**src/rtl/frame_tx_arb.sv**
```systemverilog
`timescale 1ns/1ps
`default_nettype none
// ============================================================================
//  Module      : frame_tx_arb
//  Description : Round-robin arbiter/sequencer sharing one frame_tx between N
//                sources, with inter-frame gap and maximum-length guard.
//  Revision    : 1.0 - initial release
// ============================================================================
module frame_tx_arb #(
    parameter int N       = 3,
    parameter int IFG     = 12,
    parameter int MAX_LEN = 1514
) (
    input  logic           clk,
    input  logic           rst,
    input  logic [N-1:0]   req,
    output logic [N-1:0]   done,
    output logic [N-1:0]   src_fs,
    input  logic [N-1:0]   src_fd,
    input  logic [8*N-1:0] src_txd,
    output logic [N-1:0]   grant,
    output logic           err_len,
    output logic           tx_fs,
    input  logic           tx_fd,
    input  logic           tx_rdy,
    input  logic           tx_fs_mac,
    output logic           tx_fd_mac,
    output logic [7:0]     tx_mac_txd
);

    localparam int SW = $clog2(N);
    localparam int CW = $clog2(MAX_LEN + 1);
    localparam int GW = $clog2(IFG + 1);

    typedef enum logic [1:0] {
        S_IDLE = 2'd0,
        S_SEND = 2'd1,
        S_FIN  = 2'd2,
        S_GAP  = 2'd3
    } state_t;

    state_t        r_state;
    logic [SW-1:0] r_sel;
    logic [SW-1:0] r_last;
    logic [N-1:0]  r_grant;
    logic [N-1:0]  r_done;
    logic          r_tx_fs;
    logic          r_err;
    logic          r_force;
    logic [CW-1:0] r_cnt;
    logic [GW-1:0] r_gap;

    logic [SW-1:0] w_pick;
    logic [SW:0]   w_sum;
    logic          w_found;
    logic [N-1:0]  w_onehot;
    logic          w_any;
    logic          w_fd_mac;

    // Scan last+1, last+2, ... (mod N) and take the first requester found.
    always_comb begin
        w_pick  = r_last;
        w_found = 1'b0;
        w_sum   = '0;
        for (int j = 0; j < N; j++) begin
            w_sum = {1'b0, r_last} + (SW+1)'(j + 1);
            if (w_sum >= (SW+1)'(N)) begin
                w_sum = w_sum - (SW+1)'(N);
            end
            if (!w_found && req[w_sum[SW-1:0]]) begin
                w_found = 1'b1;
                w_pick  = w_sum[SW-1:0];
            end
        end
    end

    always_comb begin
        w_onehot         = '0;
        w_onehot[w_pick] = 1'b1;
    end

    // Grant is non-zero exactly while a frame is owned (SEND and FIN).
    assign w_any      = |r_grant;
    assign w_fd_mac   = w_any & (src_fd[r_sel] | r_force);
    assign tx_fd_mac  = w_fd_mac;
    assign tx_mac_txd = w_any ? src_txd[{r_sel, 3'b000} +: 8] : 8'd0;
    assign src_fs     = {N{tx_fs_mac}} & r_grant;

    assign grant   = r_grant;
    assign done    = r_done;
    assign tx_fs   = r_tx_fs;
    assign err_len = r_err;

    always_ff @(posedge clk or posedge rst) begin
        if (rst) begin
            r_state <= S_IDLE;
            r_sel   <= SW'(N - 1);
            r_last  <= SW'(N - 1);
            r_grant <= '0;
            r_done  <= '0;
            r_tx_fs <= 1'b0;
            r_err   <= 1'b0;
            r_force <= 1'b0;
            r_cnt   <= '0;
            r_gap   <= '0;
        end else begin
            r_err <= 1'b0;
            case (r_state)
                S_IDLE: begin
                    r_cnt   <= '0;
                    r_force <= 1'b0;
                    if (tx_rdy && (|req)) begin
                        r_sel   <= w_pick;
                        r_last  <= w_pick;
                        r_grant <= w_onehot;
                        r_tx_fs <= 1'b1;
                        r_state <= S_SEND;
                    end
                end
                S_SEND: begin
                    if (tx_fd) begin
                        r_tx_fs <= 1'b0;
                        r_done  <= r_grant;
                        r_force <= 1'b0;
                        r_state <= S_FIN;
                    end else begin
                        // Length limit reached: close the frame ourselves.
                        if ((r_cnt == CW'(MAX_LEN)) && !r_force) begin
                            r_force <= 1'b1;
                            r_err   <= 1'b1;
                        end
                        if (tx_fs_mac && !w_fd_mac && (r_cnt != CW'(MAX_LEN))) begin
                            r_cnt <= r_cnt + 1'b1;
                        end
                    end
                end
                S_FIN: begin
                    if (!req[r_sel]) begin
                        r_done  <= '0;
                        r_grant <= '0;
                        r_gap   <= '0;
                        r_state <= S_GAP;
                    end
                end
                S_GAP: begin
                    if (r_gap == GW'(IFG - 1)) begin
                        r_state <= S_IDLE;
                    end else begin
                        r_gap <= r_gap + 1'b1;
                    end
                end
                default: r_state <= S_IDLE;
            endcase
        end
    end

endmodule
`default_nettype wire
```
**config.mk**
```make
export PLATFORM = sky130hd
export DESIGN_NAME = frame_tx_arb
export DESIGN_NICKNAME = d
export VERILOG_FILES = /design/src/rtl/frame_tx_arb.sv
export SDC_FILE = /design/constraint.sdc
export NUM_CORES = 1
export LEC_CHECK = 0
export ABC_AREA = 1
export CAP_MARGIN = 20
export CORE_MARGIN = 4
export CORE_UTILIZATION = 30
export CTS_CLUSTER_DIAMETER = 50
export CTS_CLUSTER_SIZE = 12
export DETAILED_ROUTE_END_ITERATION = 12
export PLACE_DENSITY = 0.52
export SLEW_MARGIN = 10
export SYNTH_ARGS = -nofsm -noshare
export SYNTH_HDL_FRONTEND = slang
export SYNTH_SLANG_ARGS = --single-unit
```
**constraint.sdc**
```tcl
create_clock -name clk -period 2.3 [get_ports clk]
set_input_delay 0.23 -clock clk [delete_from_list [all_inputs] [get_ports clk]]
set_output_delay 0.23 -clock clk [all_outputs]
set_load 0.05 [all_outputs]
```
==> results.yml <==
run_status:
  outcome: "finished clean"
grt:
  grt_pass1_vias: 2106
  gr-total-overflow: 0
  grt_antenna_before_repair: 0
  grt_pass1_wl_um: 9453
  track_usage_pct: 13.15
  grt_max_degree: 29
synthesis:
  yosysSeqAreaShare_pct: 31.95
  synth_cell_types: 31
  avgSynthCellArea_um2: 6.866
  ys_ff_latch: 28
  synth_area_mm2: 0.002197
  yosysWarnings: 0
  synth_nets: 365
  syn-instance-count: 320
sta:
  finalHoldViolCount: 0
  timing.final.crit_share_pct: 85.29
  finClkSkew_ns: 0.005948
  grt_setup_unrepaired: "no"
  max_freq_ghz: 0.5098
  max-slew-margin-rel_pct: 65.64
  fin_crit_ns: 1.962
  report.final.slew_viol_count: 0
  setup_violations: 0
  final.setup.tns_ns: 0
  worstMarginPinSlew_ns: 0.5138
critical_path:
  crit_required_ns: 2.48
  rr_worst_depth: 11
  end_kind: "flop"
  regToRegStartpoint: "r_last[1]$_DFFE_PP1P_"
  path_class: "flop to flop"
  critical_path_arrival_ns: 2.14
  reg2reg_slack_ns: 0.34
  crit-reg2reg-capture: "grant[1]$_DFFE_PP0P_"
  path_max_fanout: 9
  crit_path_start_kind: "flop"
place:
  dp_hpwl_um: 4399
  port_buffers: 54
  place.gp.congestion: 0.8320
  placed_cells_incl_taps: 467
drt:
  viasPerCell: 4.539
  wl_um: 5540
  num_vias: 2138
  drcViolationCount: 0
  drt_pass1_iterations: 7
  drtIter0Drc: 46
  ant_nets: 0
  post_drt_wl_per_cell_um: 11.76
min_path:
  min_path_type: "input pin to async pin"
clock_network:
  post_cts_resized: 0
  ctsRootBufferMaster: "clkbuf_8"
  cts_buffers: 3
  cts_tree: "yes"
  cts_setup_buffers: 0
  cts_buffer_depth: 2
  clkTransAtPathRegs_ns: 0.11
  hold_buffers: 0
  ctsHtreeMaxLevel: 1
  cts.sinks: 28
  insertion_delay_ns: 0.28
floorplanning:
  top_level_ports: 55
  die_h_um: 93.58
  core-area_mm2: 0.006944
  rows: 30
  die_area_mm2: 0.008757
  initial_core_util_pct: 31.64
  die_x_um: 93.58
cells_and_area:
  ff_latch_area_um2: 701.9
  fin_nets: 421
  syn_to_final_growth_pct: 29.90
  final_layout_size_suffix_gt1_share_pct: 12.80
  fillers: 721
  utilization_pct: 41.10
  multi_input_area_mm2: 0.001290
  antenna_cells: 0
  stdcell_count: 471
  final_cell_mix: "nand2_1, clkdlybuf4s50_1, nor2_1, inv_1, nand3_1"
  layout_commonest_cell: "nand2_1"
pwr:
  power.total_mw: 3.260
  power_density_mw_per_mm2: 1142
  vdd_drop_max_v: 0.0006986
  power_leakage_nw: 1.380
job:
  maxCapViolCount: 0
-- sequential cells by signal, summed over array words and instances (netlist names) --
signal	count
r_cnt	11
r_gap	4
done	3
grant	3
r_last	2
r_state	2
err_len	1
r_force	1
tx_fs	1
-- kinds of logic after synthesis --
logic type,after synthesis,synth area share [%]
and+or+nand+nor,197,42.14
DFF,28,31.95
xor gates and xnor gates,6,2.392
adders and majority gates,10,5.695
AOI/OAI and AO/OA,35,8.485
buffers and inverters,44,9.340
-- per-layer routing --
metal	part of all wire, %	vias to the layer above	GRT usage, %
li1	-	1135	-
met1	50	943	17.64
met4	0.79	0	3.129
met3	6.1	4	2.816
met5	0	-	0
met2	43	56	21.56
-- through the flow --
| step | hold slack (ns) | instance area [um^2] | setup slack, ns |
|---|---|---|---|
| floorplan | 0.2947 | 2197 | 0.2379 |
| global placement | 0.4420 | 2799 | 0.4166 |
| detailed placement | 0.4486 | 2799 | 0.3593 |
| CTS | 0.3433 | 2854 | 0.3435 |
| global route | 0.3627 | 2854 | 0.1421 |
| finish | 0.3188 | 2854 | 0.3383 |
-- area by class of cell --
cell class	count	area share, %
Multi-Input combinational cell	248	45.20
Sequential cell	28	24.59
Timing Repair Buffer	60	19.47
Inverter	35	4.603
Tap cell	96	4.209
Clock buffer	4	1.929
-- worst max path at each step --
stage,from,to,slack (ns),cells past startpoint
after floorplan,r_last[0]$_DFFE_PP0P_,grant[1]$_DFFE_PP0P_,0.24,15
after global placement,r_state[1]$_DFFE_PP0P_,r_cnt[9]$_DFFE_PP0P_,0.42,10
after global routing,r_last[1]$_DFFE_PP1P_,grant[1]$_DFFE_PP0P_,0.14,12
after detailed placement,r_last[1]$_DFFE_PP1P_,grant[0]$_DFFE_PP0P_,0.36,11
final,r_last[1]$_DFFE_PP1P_,grant[1]$_DFFE_PP0P_,0.34,11
after CTS,r_last[1]$_DFFE_PP1P_,grant[0]$_DFFE_PP0P_,0.34,12
-- critical path, cell delays in order, from the launching register on --
cell and delay (ns):
dfstp_2 0.55, inv_2 0.07, ha_1 0.44, inv_2 0.11, o21ai_1 0.14, nand2_1 0.13, nand3_1 0.10, nand3_1 0.12
nand2_1 0.09, inv_1 0.04, nand2_1 0.05, nand2_1 0.04
-- where the power goes --
part	leakage, nW	internal (mW)	total (mW)	switching (mW)
Sequential	0.378	0.597	0.708	0.110
Combinational	0.974	0.694	2.23	1.54
Clock	0.0288	0.153	0.318	0.164
Total	1.38	1.44	3.26	1.81
-- Yosys cell counts, drive strengths merged --
master	instances	area, um^2
nand2	102	400.4
nor2	41	182.7
nand3	40	245.2
inv	35	131.4
dfrtp	27	675.7
o21ai	22	113.9
a21oi	12	60.06
ha	10	125.1
nand4	8	50.05
buf	7	66.31
xor2	4	35.03
nor3	3	26.28
clkbuf	2	7.510
nor3b	2	15.01
xnor2	2	17.52
dfstp	1	26.28
o211ai	1	12.51
or2	1	6.260
Power figures use the tool's default switching activity.
